## config.mk

```make
export PLATFORM = sky130hd
export DESIGN_NAME = fft_inpl_frame_feeder
export DESIGN_NICKNAME = d
export VERILOG_FILES = /design/src/rtl/fft_inpl_frame_feeder_pkg.sv /design/src/rtl/fft_inpl_feeder_fifo.sv /design/src/rtl/fft_inpl_frame_feeder.sv
export SDC_FILE = /design/constraint.sdc
export NUM_CORES = 1
export LEC_CHECK = 0
export CAP_MARGIN = 20
export CORE_MARGIN = 3
export CORE_UTILIZATION = 45
export CTS_CLUSTER_DIAMETER = 60
export DETAILED_ROUTE_END_ITERATION = 16
export GPL_ROUTABILITY_DRIVEN = 0
export HOLD_SLACK_MARGIN = 0.15
export PLACE_DENSITY = 0.62
export REMOVE_ABC_BUFFERS = 1
export SLEW_MARGIN = 20
export SYNTH_ARGS = -nofsm -noshare
export SYNTH_HDL_FRONTEND = slang
export SYNTH_SLANG_ARGS = --single-unit
```

## constraint.sdc

```tcl
create_clock -name CLK -period 6.9 [get_ports CLK]
set_input_delay 0.69 -clock CLK [delete_from_list [all_inputs] [get_ports CLK]]
set_output_delay 0.69 -clock CLK [all_outputs]
set_load 0.03 [all_outputs]
```

## src/rtl/fft_inpl_frame_feeder_pkg.sv

```systemverilog
// fft_inpl_frame_feeder_pkg: frame-state encoding and width helper shared by the feeder files
package fft_inpl_frame_feeder_pkg;

  typedef enum logic [1:0] {IDLE, LOAD, DROP} frame_state_e;

  function automatic int ceil_log2(input int n);
    int r = 0;
    while ((1 << r) < n) r++;
    return r;
  endfunction

endpackage

```

## src/rtl/fft_inpl_feeder_fifo.sv

```systemverilog
// fft_inpl_feeder_fifo: register-array FIFO with level, full and empty flags
module fft_inpl_feeder_fifo
  import fft_inpl_frame_feeder_pkg::*;
#(
  parameter int DW    = 36,
  parameter int DEPTH = 16
) (
  input  logic                      clk_i,
  input  logic                      rst_ni,
  input  logic                      wr_en_i,
  input  logic [DW-1:0]             wr_data_i,
  input  logic                      rd_en_i,
  output logic [DW-1:0]             rd_data_o,
  output logic [ceil_log2(DEPTH):0] level_o,
  output logic                      full_o,
  output logic                      empty_o
);

  localparam int AW = ceil_log2(DEPTH);

  logic [DW-1:0] mem_q [DEPTH];
  logic [AW-1:0] wr_ptr_q, rd_ptr_q;
  logic [AW:0]   level_q;

  // Storage carries no reset; the level gates every read of it.
  always_ff @(posedge clk_i)
    if (wr_en_i) mem_q[wr_ptr_q] <= wr_data_i;

  always_ff @(posedge clk_i or negedge rst_ni)
    if (!rst_ni) begin
      wr_ptr_q <= '0;
      rd_ptr_q <= '0;
      level_q  <= '0;
    end else begin
      if (wr_en_i) wr_ptr_q <= wr_ptr_q + 1'b1;
      if (rd_en_i) rd_ptr_q <= rd_ptr_q + 1'b1;
      level_q <= level_q + {{AW{1'b0}}, wr_en_i} - {{AW{1'b0}}, rd_en_i};
    end

  assign rd_data_o = mem_q[rd_ptr_q];
  assign level_o   = level_q;
  assign full_o    = level_q == (AW+1)'(DEPTH);
  assign empty_o   = level_q == '0;

endmodule

```

## src/rtl/fft_inpl_frame_feeder.sv

```systemverilog
// fft_inpl_frame_feeder: buffers an upstream sample stream and loads the FFT core in
// POINTS-sample frames, discarding the tail of any frame the core aborts.
module fft_inpl_frame_feeder
  import fft_inpl_frame_feeder_pkg::*;
#(
  parameter int POINTS     = 256,
  parameter int WIDTH      = 18,
  parameter int FIFO_DEPTH = 16,
  parameter int CNTW       = 16
) (
  input  logic                           CLK,
  input  logic                           NGRST,
  input  logic                           S_VALID,
  output logic                           S_READY,
  input  logic [WIDTH-1:0]               S_RE,
  input  logic [WIDTH-1:0]               S_IM,
  input  logic                           BUF_READY,
  output logic                           DATAI_VALID,
  output logic [WIDTH-1:0]               DATAI_RE,
  output logic [WIDTH-1:0]               DATAI_IM,
  output logic                           FRAME_START,
  output logic                           FRAME_DONE,
  output logic                           FRAME_ERR,
  output logic [CNTW-1:0]                FRAME_CNT,
  output logic [ceil_log2(FIFO_DEPTH):0] FIFO_LEVEL
);

  localparam int            PW   = ceil_log2(POINTS);
  localparam logic [PW-1:0] LAST = PW'(POINTS - 1);

  frame_state_e       state_q, state_d;
  logic [PW-1:0]      cnt_q, cnt_d, rem_q, rem_d;
  logic [CNTW-1:0]    fcnt_q, fcnt_d;
  logic [2*WIDTH-1:0] rd_data;
  logic               full, empty, push, pop, deliver, last, err;
  logic               dv_q, fs_q, fd_q, fe_q;
  logic [WIDTH-1:0]   re_q, im_q;

  fft_inpl_feeder_fifo #(
    .DW    (2*WIDTH),
    .DEPTH (FIFO_DEPTH)
  ) u_fifo (
    .clk_i     (CLK),
    .rst_ni    (NGRST),
    .wr_en_i   (push),
    .wr_data_i ({S_RE, S_IM}),
    .rd_en_i   (pop),
    .rd_data_o (rd_data),
    .level_o   (FIFO_LEVEL),
    .full_o    (full),
    .empty_o   (empty)
  );

  assign deliver = state_q != DROP && BUF_READY && !empty;
  assign last    = deliver && cnt_q == LAST;
  assign S_READY = state_q == DROP || !full;

  always_comb begin
    state_d = state_q;
    cnt_d   = cnt_q;
    rem_d   = rem_q;
    fcnt_d  = fcnt_q;
    push    = S_VALID && !full;
    pop     = deliver;
    err     = 1'b0;
    case (state_q)
      IDLE: if (BUF_READY) state_d = LOAD;
      LOAD: if (!BUF_READY) begin
        err     = cnt_q != '0;
        state_d = err ? DROP : IDLE;
        rem_d   = PW'(POINTS) - cnt_q;
        cnt_d   = '0;
      end
      DROP: begin
        // Buffered samples are discarded before upstream ones; upstream keeps filling behind them.
        pop  = !empty;
        push = S_VALID && !empty;
        if (S_VALID || !empty) begin
          rem_d   = rem_q - 1'b1;
          state_d = rem_q == PW'(1) ? IDLE : DROP;
        end
      end
      default: state_d = IDLE;
    endcase
    if (deliver) cnt_d = cnt_q + 1'b1;
    if (last) begin
      state_d = IDLE;
      fcnt_d  = fcnt_q + 1'b1;
    end
  end

  always_ff @(posedge CLK or negedge NGRST)
    if (!NGRST) begin
      state_q <= IDLE;
      cnt_q   <= '0;
      rem_q   <= '0;
      fcnt_q  <= '0;
      dv_q    <= 1'b0;
      fs_q    <= 1'b0;
      fd_q    <= 1'b0;
      fe_q    <= 1'b0;
      re_q    <= '0;
      im_q    <= '0;
    end else begin
      state_q <= state_d;
      cnt_q   <= cnt_d;
      rem_q   <= rem_d;
      fcnt_q  <= fcnt_d;
      dv_q    <= deliver;
      fs_q    <= deliver && cnt_q == '0;
      fd_q    <= last;
      fe_q    <= err;
      if (deliver) {re_q, im_q} <= rd_data;
    end

  assign DATAI_VALID = dv_q;
  assign DATAI_RE    = re_q;
  assign DATAI_IM    = im_q;
  assign FRAME_START = fs_q;
  assign FRAME_DONE  = fd_q;
  assign FRAME_ERR   = fe_q;
  assign FRAME_CNT   = fcnt_q;

endmodule

```

==> metrics, run 1 <==
status complete, no violations; wire length per cell about 26 microns; Critical path origin u_fifo.level_o[3]$_DFF_PN0_; Die H 246 microns; Netlist cell types 65; hold_buf cts 1; Worst-path clk slew ~0.050 ns; reg-to-reg slack, setup 3.41 ns; Reg2Reg Launch Point u_fifo.level_o[3]$_DFF_PN0_; RSZ-0062 raised after global routing no; Post-synth ARST share 0.131; P per Cell Area between 400 and 500 nW/um^2; area of the mapped netlist 25900 sq um; CP required 7.33 ns; global route hottest layer met2; CP startpoint kind flop; power share of the combinational group 0.273; post-synthesis compound-gate area fraction 0.0330; critical path endpoint category flop; drt first pass iters 5; H-tree Lvls 3; CTS max path bufs 3; worst min path class reg -> reg; boundary pin count 102; met1 usage 0.269; LEAKAGE 10.1 nW; Min-Delay Endpoint FRAME_CNT[15]$_DFFE_PN0P_; synthesized flop and latch total between 600 and 700; # fillers 4393; worst r2r path cells 7; initial cell density of the core 0.457; PnR Total Power between 10 and 15 mW; first-pass GRT wire length around 86 mm; Via density 5.77; row count between 80 and 90; Max Cap Violations 0; Pint 8.66 mW; sequential share of power 0.432; NetSw 3.82 mW; fin crit share 0.506; M3 GR Usage 0.0412; global-route met2 utilization 0.315; Setup CP Type reg -> reg; worst vdd ir 300 uV; post-cts sizing count 0; mux cell area share after synthesis 0.145; post-DP HPWL about 30 mm; Net Sw Frac 0.306; Final nets between 1000 and 1500; register area share after synthesis 0.752; # DRC 0; CTS tree yes; Hold Startpoint FRAME_CNT[15]$_DFFE_PN0P_; Slowest Stage Delay on Critical Path 0.74 ns; Root Buffer clkbuf_16; main combinational cell family by area after synthesis multiplexers; Worst path most repeated cell inv_1; Layout area overhead 16.3%; post-synthesis area per instance 20.5 sq um; RR Endpoint DATAI_IM[10]$_DFFE_PN0N_; initial antenna violation count 3; Clk pwr share 0.296; Clock Sinks 663; cells after synthesis 1264; Yosys warnings 0; Die W about 250 microns; Setup TNS 0 ns; CP Cell Sequence inv_1 > ha_1 > or4b_1 > nand3_4 > inv_1 > nand2b_1 > o221ai_1; Total GRT Usage 0.194; hold depth 1; CP Max Fanout 42; Buffers on Ports 101; worst rel slew slack 0.341; final wirelength approximately 57 mm; fmax 287 MHz; die area slightly above 60000 sq um; antenna cells 0; Post-synth EDFFs 576; fin. max-slew vios 0; hold_ws 0.476 ns; clock latency at the later pin of the worst-skew pair 0.61 ns; critical path arrival 3.92 ns; number of setup buffers added after CTS 0; grt ovf 0; Final setup viols 0; Crit-path slowest cell nand3_4; core area between 50000 and 60000 sq um; largest net degree at the start of global routing 75; Final min period 3.49 ns; simple-gate area share of the yosys netlist 0.0311; drt initial violations 1147; Top FF cell, synth edfxtp_1; vias in the first global route 13300; Post-Route Skew 0.0302 ns; fraction of layout cells with a size suffix above 1 0.218; number of routed nets with antenna violations 0; Fin. Hold Viols 0; Post-Synth Adder-Cell Area 0.00850; Post-Synth XOR/XNOR Area 0.00947; Worst Tran Pin Value around 1 ns; number of buffers created by CTS 71; vias 12800
registers in the layout, indices dropped and copies added (netlist names), 4 cells and up:
signal / count
DATAI_IM: 18
DATAI_RE: 18
FRAME_CNT: 16
cnt_q: 8
rem_q: 8
u_fifo.level_o: 5
u_fifo.mem_q: 576
u_fifo.rd_ptr_q: 4
u_fifo.wr_ptr_q: 4
power by group through the flow:
stage          combinational (mW)  clock, mW  sequential [mW]
4_1_cts                      3.47       3.78             5.41
5_1_grt                      3.67       3.95             5.45
3_5_place_dp                 3.46          0             5.48
6_report                     3.40       3.69             5.39
3_3_place_gp                 3.43          0             5.47
2_1_floorplan                2.15          0             5.78
cell families after synthesis:
kind of cell,Yosys count
XOR/XNOR,28
AO/OA/AOI/OAI,116
multiplexers,194
buffers and inverters,112
flip-flops,663
adder cells (fa/ha/maj),17
AND/OR/NAND/NOR,134
cells in the final DEF (no fill, tap or decap), types with 9 or more instances in the layout:
cell             Yosys  final
a21oi_1             11     11
edfxtp_1           576    576
nand2_1             25     25
nor2_1              23     11
o22ai_1             31     31
nand4_1              9      9
clkdlybuf4s50_1      0    100
nor2_4               0     12
clkbuf_16            0     72
xnor2_1             11     11
nor4_1               9      9
buf_4               11     25
ha_1                16     16
clkinv_1             0     10
a221o_1             26     26
clkinv_2             0     15
inv_1               47     47
clkbuf_1            15     14
mux2i_1             45     45
xor2_1              17     17
mux4_2             144    144
dfrtp_1             87     83
nand3_1             11     11
final cells by class:
cell class | count | area (sq um) | area share
tap | 756 | 946 | 0.0314
sequential | 663 | 19500 | 0.647
clock inverter | 39 | 372 | 0.0123
clock buffer | 91 | 1920 | 0.0639
inverter | 47 | 176 | 0.00586
multi-input combinational | 489 | 5990 | 0.199
timing repair buffer | 127 | 1220 | 0.0405
worst max-delay path by stage:
stage | end | depth (start not counted)
final | DATAI_IM[10]$_DFFE_PN0N_ | 7
after global routing | DATAI_IM[2]$_DFFE_PN0N_ | 5
after CTS | DATAI_IM[10]$_DFFE_PN0N_ | 7
after detailed placement | DATAI_RE[6]$_DFFE_PN0N_ | 5
after global placement | DATAI_RE[7]$_DFFE_PN0N_ | 5
after floorplan | DATAI_IM[11]$_DFFE_PN0N_ | 4
per-stage QoR:
stage | utilization | setup slack (ns) | instance area, sq um | instances
final | 0.531 | 3.41 | 30100 | 2212
after global routing | 0.531 | 3.13 | 30100 | 2212
after CTS | 0.531 | 3.39 | 30100 | 2212
after detailed placement | 0.490 | 3.07 | 27800 | 2081
after global placement | 0.490 | 3.16 | 27800 | 2081
after floorplan | - | 0.0349 | 25500 | 1199
per-layer routing:
metal | vias to the layer above | part of all wire
met5 | - | 0.00072
met4 | 6 | 0.023
met3 | 89 | 0.055
met2 | 326 | 0.49
met1 | 6854 | 0.43
li1 | 5480 | -
Yosys cell counts (11+ instances only):
| cell type | number | area, sq um |
|---|---|---|
| inv_1 | 47 | 176 |
| buf_4 | 11 | 82.6 |
| a21oi_1 | 11 | 55.1 |
| clkbuf_1 | 15 | 56.3 |
| nor2_1 | 23 | 86.3 |
| nand3_1 | 11 | 55.1 |
| ha_1 | 16 | 200 |
| nand2_1 | 25 | 93.8 |
| o22ai_1 | 31 | 194 |
| xor2_1 | 17 | 149 |
| xnor2_1 | 11 | 96.3 |
| buf_2 | 27 | 135 |
| nor3_1 | 12 | 60.1 |
| mux4_2 | 144 | 3240 |
| a221o_1 | 26 | 260 |
| mux2i_1 | 45 | 450 |
| edfxtp_1 | 576 | 17300 |
| dfrtp_1 | 87 | 2180 |
critical path: cells and delay by family, from the launching register on:
family,cells,cell delay (ns)
AOI/OAI and AO/OA,1,0.20
adders and majority gates,1,0.19
buffers and inverters,2,0.56
DFF,1,0.39
and+or+nand+nor,3,1.98
Note: power is estimated with default switching activity, not from simulation.
==> run 2: changes to the inputs <==
==> constraint.sdc (replaced) <==
create_clock -name CLK -period 3.36 [get_ports CLK]
set_input_delay 0.336 -clock CLK [delete_from_list [all_inputs] [get_ports CLK]]
set_output_delay 0.336 -clock CLK [all_outputs]
set_load 0.03 [all_outputs]
==> run 2 against run 1 <==
Compared with the run above:
- clock skew shrank 0.0029 ns
- setup slack lost 2.9 ns
- critical path depth grew 6
- highest routed layer is now met4
- register-to-register slack lost 2.9 ns
- global-route usage shrank 0.54 points
- routed wire length shrank 2.8%
- power grew 110%
- critical path type unchanged
- final area grew 1.0%
- via count grew 0.28%
- final cell count grew 0.95%
- die area is the same
- first-iteration DRC count shrank 11%
==> metrics, run 2 (same netlist as run 1, synthesis figures left out) <==
row count 87 (unchanged); grt ovf 0 (unchanged); core area 56700 sq um (unchanged); drt initial violations 1018 (was 1147); fin. max-slew vios 0 (unchanged); P per Cell Area 849 nW/um^2 (was 414 nW/um^2); CP startpoint kind flop (unchanged); worst vdd ir 614 uV (was 300 uV); number of routed nets with antenna violations 0 (unchanged); Via density 5.73 (was 5.77); clock latency at the later pin of the worst-skew pair 0.61 ns (about the same); Die H 246 microns (unchanged); Max Cap Violations 0 (unchanged); drt first pass iters 5 (unchanged); RSZ-0062 raised after global routing no (unchanged); die area 60500 sq um (unchanged); CTS tree yes (unchanged); largest net degree at the start of global routing 63 (was 75); power share of the combinational group 0.285 (was 0.273); Final nets 1480 (was 1456); Critical path origin u_fifo.level_o[3]$_DFF_PN0_ (unchanged); wire length per cell 24.9 microns (was 25.9 microns); Root Buffer clkbuf_16 (unchanged); CP required 3.87 ns (was 7.33 ns); NetSw 7.81 mW (was 3.82 mW); Slowest Stage Delay on Critical Path 0.47 ns (was 0.74 ns); Final min period 2.80 ns (was 3.49 ns); H-tree Lvls 3 (unchanged); status complete, no violations (unchanged); Final setup viols 0 (unchanged); boundary pin count 102 (unchanged); sequential share of power 0.421 (was 0.432); CP Cell Sequence inv_1 > ha_1 > or4b_1 > o21a_1 > ha_1 > inv_1 > ha_1 > inv_1 > fa_1 > inv_1 > a21oi_1 > o21bai_1 > xnor2_1 (was inv_1 > ha_1 > or4b_1 > nand3_4 > inv_1 > nand2b_1 > o221ai_1); Crit-path slowest cell or4b_1 (was nand3_4); max reg flops 576 (unchanged); fin crit share 0.834 (was 0.506); Reg2Reg Launch Point u_fifo.level_o[3]$_DFF_PN0_ (unchanged); Largest Register u_fifo.mem_q (unchanged); initial cell density of the core 0.457 (unchanged); post-cts sizing count 0 (unchanged); CTS max path bufs 3 (unchanged); first-pass GRT wire length 85.0 mm (was 86.2 mm); critical path endpoint category flop (unchanged); multi-input logic area 5990 sq um (unchanged); final cell count without fillers 2233 (was 2212); critical path arrival 3.31 ns (was 3.92 ns); Layout area overhead 17.5% (was 16.3%); fraction of layout cells with a size suffix above 1 0.226 (was 0.218); Pint 18.0 mW (was 8.66 mW); Clock Sinks 663 (unchanged); final wirelength 55.6 mm (was 57.2 mm); CP Max Fanout 5 (was 42); worst min path class in -> async (was reg -> reg); vias in the first global route 13300 (about the same); number of buffers created by CTS 70 (was 71); # DRC 0 (unchanged); Clk pwr share 0.294 (was 0.296); Total GRT Usage 0.189 (was 0.194); placed cell count 2106 (was 2081); commonest non-fill, non-tap cell in the layout edfxtp_1 (unchanged); Setup CP Type reg -> reg (unchanged); Worst-path clk slew 0.06 ns (was 0.05 ns); Post-Route Skew 0.0273 ns (was 0.0302 ns); most frequent cells in the layout edfxtp_1, mux4_2, clkdlybuf4s50_1 (unchanged); Worst Tran Pin Value 1.01 ns (was 0.989 ns); vias 12800 (about the same); LEAKAGE 10.3 nW (was 10.1 nW); Buffers on Ports 101 (unchanged); hold_ws 0.342 ns (was 0.476 ns); post-DP HPWL 31.9 mm (was 30.0 mm); Fin. Hold Viols 0 (unchanged); fmax 357 MHz (was 287 MHz); Net Sw Frac 0.302 (was 0.306); Die W 246 microns (unchanged); initial antenna violation count 1 (was 3); # fillers 4325 (was 4393); register area 19500 sq um (unchanged); Worst path most repeated cell inv_1 (unchanged); worst rel slew slack 0.323 (was 0.341)
[run 2: metrics by stage]
| stage | power, mW | setup slack (ns) | cell area, sq um | TNS (ns) | util |
|---|---|---|---|---|---|
| 2_1_floorplan | 15.6 | -3.51 | 25500 | -280.17 | - |
| 3_3_place_gp | 18.4 | 0.573 | 28100 | 0 | 0.496 |
| 3_5_place_dp | 18.5 | 0.530 | 28100 | 0 | 0.496 |
| 4_1_cts | 26.2 | 0.516 | 30400 | 0 | 0.536 |
| 5_1_grt | 27.1 | 0.420 | 30400 | 0 | 0.536 |
| 6_report | 25.8 | 0.557 | 30400 | 0 | 0.537 |
[run 2: timing repair]
| action | 4_1_cts | 5_1_grt |
|---|---|---|
| setup buffers | 0 | 0 |
| hold buffers | 1 | 0 |
| setup endpoints to repair | 0 | 0 |
| hold endpoints to repair | 51 | 0 |
[run 2: final timing paths]
check,end,slack (ns),cells after the start
worst max-delay path,u_fifo.level_o[4]$_DFF_PN0_,0.56,13
worst min-delay path,DATAI_RE[5]$_DFFE_PN0N_,0.34,2
worst max register to register,u_fifo.level_o[4]$_DFF_PN0_,0.56,13
worst min register to register,FRAME_CNT[15]$_DFFE_PN0P_,0.49,1
max in group asynchronous,DATAI_IM[17]$_DFFE_PN0N_,2.14,3
min in group CLK,FRAME_CNT[15]$_DFFE_PN0P_,0.49,1
[run 2: worst max-delay path, delay by kind of cell, from the launching register on]
family	cells	cell delay, ns
compound gates	3	0.40
xor+xnor	1	0.13
fa+ha+maj	4	1.05
buf+inv	4	0.27
flops	1	0.40
simple gates	1	0.47
[run 2: layer usage]
| metal | vias to the layer above | routed length, microns | track usage |
|---|---|---|---|
| met4 | 0 | 1060 | 0.0497 |
| met1 | 6862 | 24500 | 0.268 |
| met5 | - | 0 | 0 |
| met3 | 78 | 2670 | 0.0345 |
| li1 | 5530 | - | - |
| met2 | 321 | 27400 | 0.305 |
[run 2: area by class of cell]
| type | instances | area share |
|---|---|---|
| sequential | 663 | 0.640 |
| multi-input combinational | 489 | 0.197 |
| clock buffer | 98 | 0.0644 |
| timing repair buffer | 152 | 0.0503 |
| tap | 756 | 0.0311 |
| clock inverter | 27 | 0.0109 |
| inverter | 47 | 0.00580 |
| antenna | 1 | 0.0000822 |
[run 2: power groups by stage]
stage	sequential [mW]	clock [mW]	combinational, mW
finish	10.9	7.60	7.37
detailed placement	11.0	0	7.49
global placement	11.0	0	7.43
global route	11.0	8.13	7.97
floorplan	11.7	0	3.84
CTS	10.9	7.79	7.52
